`config.mk`:
```
export PLATFORM = sky130hd
export DESIGN_NAME = fflags_acc
export DESIGN_NICKNAME = d
export VERILOG_FILES = /design/src/rtl/fpu_pkg.sv /design/src/rtl/flag_fifo.sv /design/src/rtl/fflags_acc.sv
export SDC_FILE = /design/constraint.sdc
export NUM_CORES = 1
export LEC_CHECK = 0
export ABC_AREA = 0
export CORE_MARGIN = 3
export CORE_UTILIZATION = 31
export CTS_CLUSTER_DIAMETER = 50
export DETAILED_ROUTE_END_ITERATION = 7
export GPL_TIMING_DRIVEN = 0
export SLEW_MARGIN = 20
export SYNTH_ARGS = -nofsm -noshare
export SYNTH_HDL_FRONTEND = slang
export SYNTH_SLANG_ARGS = --single-unit
```
`constraint.sdc`:
```
create_clock -name clk -period 7.3 [get_ports clk]
set_input_delay 0.73 -clock clk [delete_from_list [all_inputs] [get_ports clk]]
set_output_delay 0.73 -clock clk [all_outputs]
set_load 0.1 [all_outputs]
```
`src/rtl/fpu_pkg.sv`:
```
// Shared FPU definitions: IEEE exception flag bit positions and fflags CSR
// operation encodings, plus the CSR read-modify-write helper.
package fpu_pkg;

  localparam int FLAG_NV = 4;
  localparam int FLAG_DZ = 3;
  localparam int FLAG_OF = 2;
  localparam int FLAG_UF = 1;
  localparam int FLAG_NX = 0;
  localparam int FLAG_W  = FLAG_NV + 1;

  typedef logic [FLAG_W-1:0] fflags_t;

  typedef enum logic [1:0] {
    CSR_NONE  = 2'b00,
    CSR_WRITE = 2'b01,
    CSR_SET   = 2'b10,
    CSR_CLEAR = 2'b11
  } csr_op_e;

  // Architectural flags after a CSR access; identity when no access occurs.
  function automatic fflags_t csr_apply(input fflags_t cur, input logic en,
                                        input csr_op_e op, input fflags_t wdata);
    fflags_t res;
    res = cur;
    if (en) begin
      unique case (op)
        CSR_WRITE: res = wdata;
        CSR_SET:   res = cur | wdata;
        CSR_CLEAR: res = cur & ~wdata;
        default:   res = cur;
      endcase
    end
    return res;
  endfunction

endpackage

```
`src/rtl/flag_fifo.sv`:
```
// In-order FIFO of pending flag bundles; wrap-bit pointers distinguish full
// from empty. Flush discards every entry after any same-cycle pop is taken.
module flag_fifo #(
  parameter int DEPTH = 4,
  parameter int WIDTH = 5
) (
  input  logic                     clk,
  input  logic                     reset_n,
  input  logic                     push,
  input  logic [WIDTH-1:0]         wdata,
  input  logic                     pop,
  input  logic                     flush,
  output logic [WIDTH-1:0]         rdata,
  output logic [$clog2(DEPTH):0]   count,
  output logic                     full,
  output logic                     empty
);

  localparam int AW = $clog2(DEPTH);
  localparam logic [AW:0] CNT_FULL = (AW+1)'(DEPTH);

  logic [AW:0]      wr_ptr, rd_ptr;
  logic [WIDTH-1:0] mem [DEPTH];
  logic             do_push, do_pop;

  assign count   = wr_ptr - rd_ptr;
  assign full    = (count == CNT_FULL);
  assign empty   = (wr_ptr == rd_ptr);
  assign rdata   = mem[rd_ptr[AW-1:0]];
  assign do_push = push & ~full & ~flush;
  assign do_pop  = pop & ~empty;

  always_ff @(posedge clk or negedge reset_n) begin
    if (!reset_n) begin
      wr_ptr <= '0;
      rd_ptr <= '0;
    end else if (flush) begin
      wr_ptr <= '0;
      rd_ptr <= '0;
    end else begin
      if (do_push) wr_ptr <= wr_ptr + 1'b1;
      if (do_pop)  rd_ptr <= rd_ptr + 1'b1;
    end
  end

  // NOTE: storage has no reset; validity is tracked solely by the pointers.
  always_ff @(posedge clk) begin
    if (do_push) mem[wr_ptr[AW-1:0]] <= wdata;
  end

endmodule

```
`src/rtl/fflags_acc.sv`:
```
// Accumulates FPU exception flag bundles in program order and folds each into
// the sticky architectural fflags on commit, merged with CSR accesses.
module fflags_acc
  import fpu_pkg::*;
#(
  parameter int DEPTH = 4
) (
  input  logic                     clk,
  input  logic                     reset_n,
  input  logic                     FlgValid,
  output logic                     FlgReady,
  input  logic [FLAG_W-1:0]        Flg,
  input  logic                     Commit,
  input  logic                     Flush,
  input  logic                     CsrEn,
  input  logic [1:0]               CsrOp,
  input  logic [FLAG_W-1:0]        CsrWData,
  output logic [FLAG_W-1:0]        FFlags,
  output logic [$clog2(DEPTH):0]   PendCnt,
  output logic                     CommitErr
);

  logic    fifo_full, fifo_empty;
  logic    push, pop;
  fflags_t head;
  fflags_t flags_nxt;

  // Ready is held low during reset and while flushing; a same-cycle pop
  // does not open a slot.
  assign FlgReady = reset_n & ~fifo_full & ~Flush;
  assign push     = FlgValid & FlgReady;
  assign pop      = Commit & ~fifo_empty;

  flag_fifo #(
    .DEPTH (DEPTH),
    .WIDTH (FLAG_W)
  ) u_fifo (
    .clk     (clk),
    .reset_n (reset_n),
    .push    (push),
    .wdata   (Flg),
    .pop     (pop),
    .flush   (Flush),
    .rdata   (head),
    .count   (PendCnt),
    .full    (fifo_full),
    .empty   (fifo_empty)
  );

  // NOTE: combinational logic uses blocking '=' with a default first; state uses '<='.
  always_comb begin
    flags_nxt = csr_apply(FFlags, CsrEn, csr_op_e'(CsrOp), CsrWData);
    if (pop) flags_nxt = flags_nxt | head;
  end

  always_ff @(posedge clk or negedge reset_n) begin
    if (!reset_n) begin
      FFlags    <= '0;
      CommitErr <= 1'b0;
    end else begin
      FFlags    <= flags_nxt;
      CommitErr <= Commit & fifo_empty;
    end
  end

endmodule

```
; ---- Yosys cells after proc, flatten, opt, wreduce, memory -nomap -nowiden
; Memory sizes are Yosys's and may differ from the RTL's.
; Cells that the tools add are included.
; W data, S select, Z words.
[totals]
memories = 1
input_bits = 18
ram_bits = 20
wordCells = 39
reg_bits = 12
[mem_list]
columns = name, depth, word_bits, read_ports, rd_clocked_by_memory_dff, write_ports, line
row1 = u_fifo.mem, 4, 5, 1, 0, 1, flag_fifo.sv:23  ; logic [WIDTH-1:0] mem [DEPTH];
[classes]
add_sub_neg = 3
eq_ne = 5
mux = 9
n_bitwise = 15
reduce_logical = 2
[op_table]
columns = cell, n
row1 = $pmux W5 S3, 1
row2 = $mux W3, 4
row3 = $mux W5, 2
row4 = $or A5 B5 Y5, 2
row5 = $and A1 B1 Y1, 8
row6 = $add A3 B1 Y3 const B, 2
row7 = $and A5 B5 Y5, 1
row8 = $not A5 Y5, 1
row9 = $eq A2 B2 Y1 const B, 2
row10 = $reduce_bool A2 Y1, 2
row11 = $eq A3 B3 Y1, 1
row12 = $eq A3 B3 Y1 const B, 1
row13 = $not A1 Y1, 3
row14 = $sub A3 B3 Y3, 1
row15 = $eq A2 B1 Y1 const B, 1
row16 = $mux W1, 2

; ---- Longest topological paths before layout
[logic_depth]
word_depth = 10
ltp_mapped = 7
mapped_depth_nobuf = 7

; ---- By module
; A second synthesis with hierarchy kept.
[hier_totals]
cells_unflattened = 114
hier_area_um2 = 1539.0
[modules_own_cells]
columns = mod, cells_per_inst, area_per_inst_um2, n_inst
row1 = flag_fifo, 75, 1197.4, 1
row2 = fflags_acc, 39, 341.6, 1

; ---- Least setup slack after synthesis
; Ideal clock, no wire load.
[synth_timing]
path_type = register to output
start = register u_fifo.wr_ptr[0]
end = output port FlgReady
setup_slack_ns = 3.776
arrival_time_ns = 2.794
path_buffers = 0
stages_incl_launch_ff = 7
required_ns = 6.570
path_cell_list = dfrtp_1 -> inv_1 -> ha_1 -> fa_1 -> xnor3_1 -> nor2_1 -> nor2_1
[synth_between]
elab_chain_len = 5
[synth_rtl]
columns = item, line
row1 = from (decl), flag_fifo.sv:22  ; logic [AW:0] wr_ptr, rd_ptr;
row2 = from (signal assigned), flag_fifo.sv:41  ; if (do_push) wr_ptr <= wr_ptr + 1'b1;
row3 = $sub A3 B3 Y3, flag_fifo.sv:26  ; assign count = wr_ptr - rd_ptr;
row4 = $eq A3 B3 Y1, flag_fifo.sv:27  ; assign full = (count == CNT_FULL);
row5 = $not A1 Y1, fflags_acc.sv:30  ; assign FlgReady = reset_n & ~fifo_full & ~Flush;
row6 = $and A1 B1 Y1 (2 in series), fflags_acc.sv:30
row7 = to (decl), fflags_acc.sv:11  ; output logic FlgReady,
; No other way between the ends.

; ---- Worst setup path in the final report
[layout_timing]
start = input port reset_n
end = output port FlgReady
[layout_between]
elab_chain_len = 2
[layout_rtl]
columns = item, line
row1 = from (decl), fflags_acc.sv:9  ; input logic reset_n,
row2 = $and A1 B1 Y1 (2 in series), fflags_acc.sv:30
; No other way between the ends.

==> impl_results.md <==
* Comb pwr share at 0.414
* CP Max Fanout at 15
* Synth Warn # at 0
* Total Power at 0.660 mW
* Number of global-route vias before repair at 1020
* Die area at 5770 µm²
* HPWL after detailed placement at 2080 µm
* Main flop type after synthesis: edfxtp_1
* Number of fill cells at 420
* Switch Pwr at 0.273 mW
* Non-Filler Instances at 213
* Area growth syn-to-layout at 29.9%
* Clock network power share at 0.255
* WP data required at 6.57 ns
* Worst path arrival time at 3.23 ns
* VDD IR max at 0.116 mV
* Pint at 0.387 mW
* Seq/Total Area, Yosys at 0.594
* Final wirelength at 2840 µm
* Post-Syn Area per Cell at 13.3 µm²
* Worst-Skew Late Latency at 0.28 ns
* CTS buffer count at 5
* GP Congestion at 0.800
* Worst Path Buf+Inv at 2
* Clock buffer depth at 2
* Leakage at 0.786 nW
* Status: finished clean
* Final hold vios at 0
* H-tree depth at 2
* DRC at 0
* Hold WC Path Type: reg2reg
* Place WS at 3.32 ns
* Routed vias at 949
* Family with the most delay on the worst path: buffers and inverters
* CP dominant cell by count: clkdlybuf4s50_1
* Synth cell types at 23
* Syn nets at 140
* DP Area at 1860 µm²
* EDFF count, synth at 20
* Most frequent cell after synthesis: edfxtp_1
* PostCTS Resize Cnt at 0
* RSZ-0062 raised after global routing: no
* Via density at 4.46
* Initial DRC count at 40
* Core ar. at 4530 µm²
* Post-layout worst setup margin at 3.34 ns
* Die height at 75.9 µm
* Startpoint Class: input pin
* Routed Antenna Nets at 0
* Root Buffer: clkbuf_8
* Setup violators final at 0
* CTS tree: done
* Fin area at 1970 µm²
* Cell taking the most area after synthesis: edfxtp_1
* Gr ovfl total at 0
* Critical path, cell by cell: clkdlybuf4s50_1 -> nand2b_1 -> nor2_1 -> clkdlybuf4s50_1
* Fin crit share at 0.543
* Share of power burned in registers at 0.331
* Clock slew at reported path FFs at 0.07 ns
* Ys async rst share at 0.375
* GRT Resource Usage Total at 0.107
* Slew Limit Fails at 0
* Sw frac at 0.413
* Post-CTS Hold Fix Bufs at 0
* Tightest Pin Transition at 0.971 ns
* First-pass GRT wire length at 4860 µm
* Leading post-synthesis cells by cell area: edfxtp_1, dfrtp_1, mux4_2, ha_1, xor2_1
* Initial Utilization at 0.334
* IO Pins at 28
* Clock Skew at 0.00347 ns
* Crit-path slowest cell: clkdlybuf4s50_1
* Flops & latches, synth at 32
* Commonest cells post-synth: edfxtp_1, nor2_1, dfrtp_1, inv_1, xor2_1
* Die Width at 75.9 µm
* Setup TNS Final at 0 ns
* Initial antenna violation count at 0
* Share of layout cells above drive strength 1 at 0.108
* Fin nets at 173
* Post-synth top area share at 0.396
* PD cells at 335 nW/µm²
* Dpl cells at 205
* Largest net degree at the start of global routing at 16
* Number of buffers added on ports at 26
* Final core utilization at 0.434
* FP Rows at 24
* Biggest cell delay along the critical path at 1.15 ns
* Minimum clock period at 3.96 ns
* # diodes at 0
* # Post-CTS Setup Buffers at 0
* Rel. slew slack at 0.350
* Mapped Cells at 114
* DRT Pass-1 Iters at 4
* Max-cap violation count at 0
* Clock sink total at 32
* Minimum hold slack at 0.546 ns
* CP Class: in2out
* Synthesized area at 1520 µm²
* Crit. End Element: output port
* DR WL/cell at 13.3 µm
* F_max at 0.252 GHz
==> worst register-to-register path: stages (launching register included) <==
cell and delay, ns:
dfrtp_1 0.38, inv_1 0.11, ha_1 0.21, fa_1 0.37, xnor3_1 0.46, nor2_1 0.13
nor3_1 0.74
==> power groups by stage <==
stage	clock network, mW	logic (mW)	registers [mW]
after floorplan	0	0.130	0.300
after global placement	0	0.273	0.221
after detailed placement	0	0.275	0.222
after CTS	0.173	0.276	0.218
after global routing	0.183	0.287	0.221
final	0.168	0.273	0.218
==> registers in the layout, summed over array words and instances, names as in the netlist <==
name / flops
CommitErr: 1
FFlags: 5
u_fifo.mem: 20
u_fifo.rd_ptr: 3
u_fifo.wr_ptr: 3
==> cell families after synthesis <==
logic type	synth area share
buffers and inverters	0.0380
adder cells (fa/ha/maj)	0.0710
AO/OA/AOI/OAI	0.0668
flip-flops	0.594
XOR/XNOR	0.0726
AND/OR/NAND/NOR	0.0701
multiplexers	0.0875
==> worst paths after layout <==
| kind | endpoint | start | slack [ns] | depth (start not counted) |
|---|---|---|---|---|
| max | FlgReady | reset_n | 3.34 | 4 |
| min | FFlags[1] | FFlags[1] | 0.55 | 2 |
| max reg2reg | u_fifo.mem[3][2] | u_fifo.wr_ptr[0] | 4.52 | 6 |
| min reg2reg | FFlags[1] | FFlags[1] | 0.55 | 2 |
| max in group asynchronous | FFlags[2] | reset_n | 5.99 | 1 |
| min in group asynchronous | u_fifo.wr_ptr[2] | reset_n | 0.87 | 1 |
==> per-layer routing <==
metal  vias to the layer above  routed length (µm)  track usage
li1                        468                   -            -
met1                       451                1240        0.119
met2                        26                1420        0.176
met3                         4                 130       0.0355
met4                         0                  57       0.0670
met5                         -                   0            0
==> area by class of cell <==
| type | count | area (µm²) | area share |
|---|---|---|---|
| Inverter | 12 | 45.0 | 0.0229 |
| Timing Repair Buffer | 26 | 260 | 0.132 |
| Clock inverter | 3 | 42.5 | 0.0216 |
| Multi-Input combinational cell | 67 | 558 | 0.283 |
| Tap cell | 65 | 81.3 | 0.0413 |
| Clock buffer | 5 | 68.8 | 0.0349 |
| Buffer | 3 | 12.5 | 0.00635 |
| Sequential cell | 32 | 901 | 0.457 |
==> cell usage in the layout, fill, tap and decap left out <==
| cell | netlist | final |
|---|---|---|
| nor3_1 | 5 | 5 |
| buf_2 | 1 | 1 |
| bufinv_16 | 0 | 1 |
| mux2i_1 | 2 | 2 |
| ha_1 | 7 | 7 |
| o211ai_2 | 1 | 1 |
| o21ai_2 | 1 | 1 |
| inv_1 | 12 | 12 |
| clkdlybuf4s50_1 | 0 | 26 |
| mux4_2 | 5 | 5 |
| xnor2_1 | 1 | 1 |
| nand2_1 | 7 | 7 |
| nor2_1 | 13 | 13 |
| clkbuf_8 | 0 | 5 |
| a21oi_1 | 5 | 5 |
| edfxtp_1 | 20 | 20 |
| xnor3_1 | 1 | 1 |
| dfrtp_1 | 12 | 12 |
| o211ai_1 | 1 | 1 |
| o22ai_1 | 5 | 5 |
| o2111ai_1 | 1 | 1 |
| clkbuf_1 | 2 | 2 |
| nand2b_1 | 1 | 1 |
| clkinv_2 | 0 | 1 |
| fa_1 | 1 | 1 |
| clkinvlp_4 | 0 | 1 |
| xor2_1 | 9 | 9 |
| o21a_1 | 1 | 1 |
(Power assumes the default switching activity.)
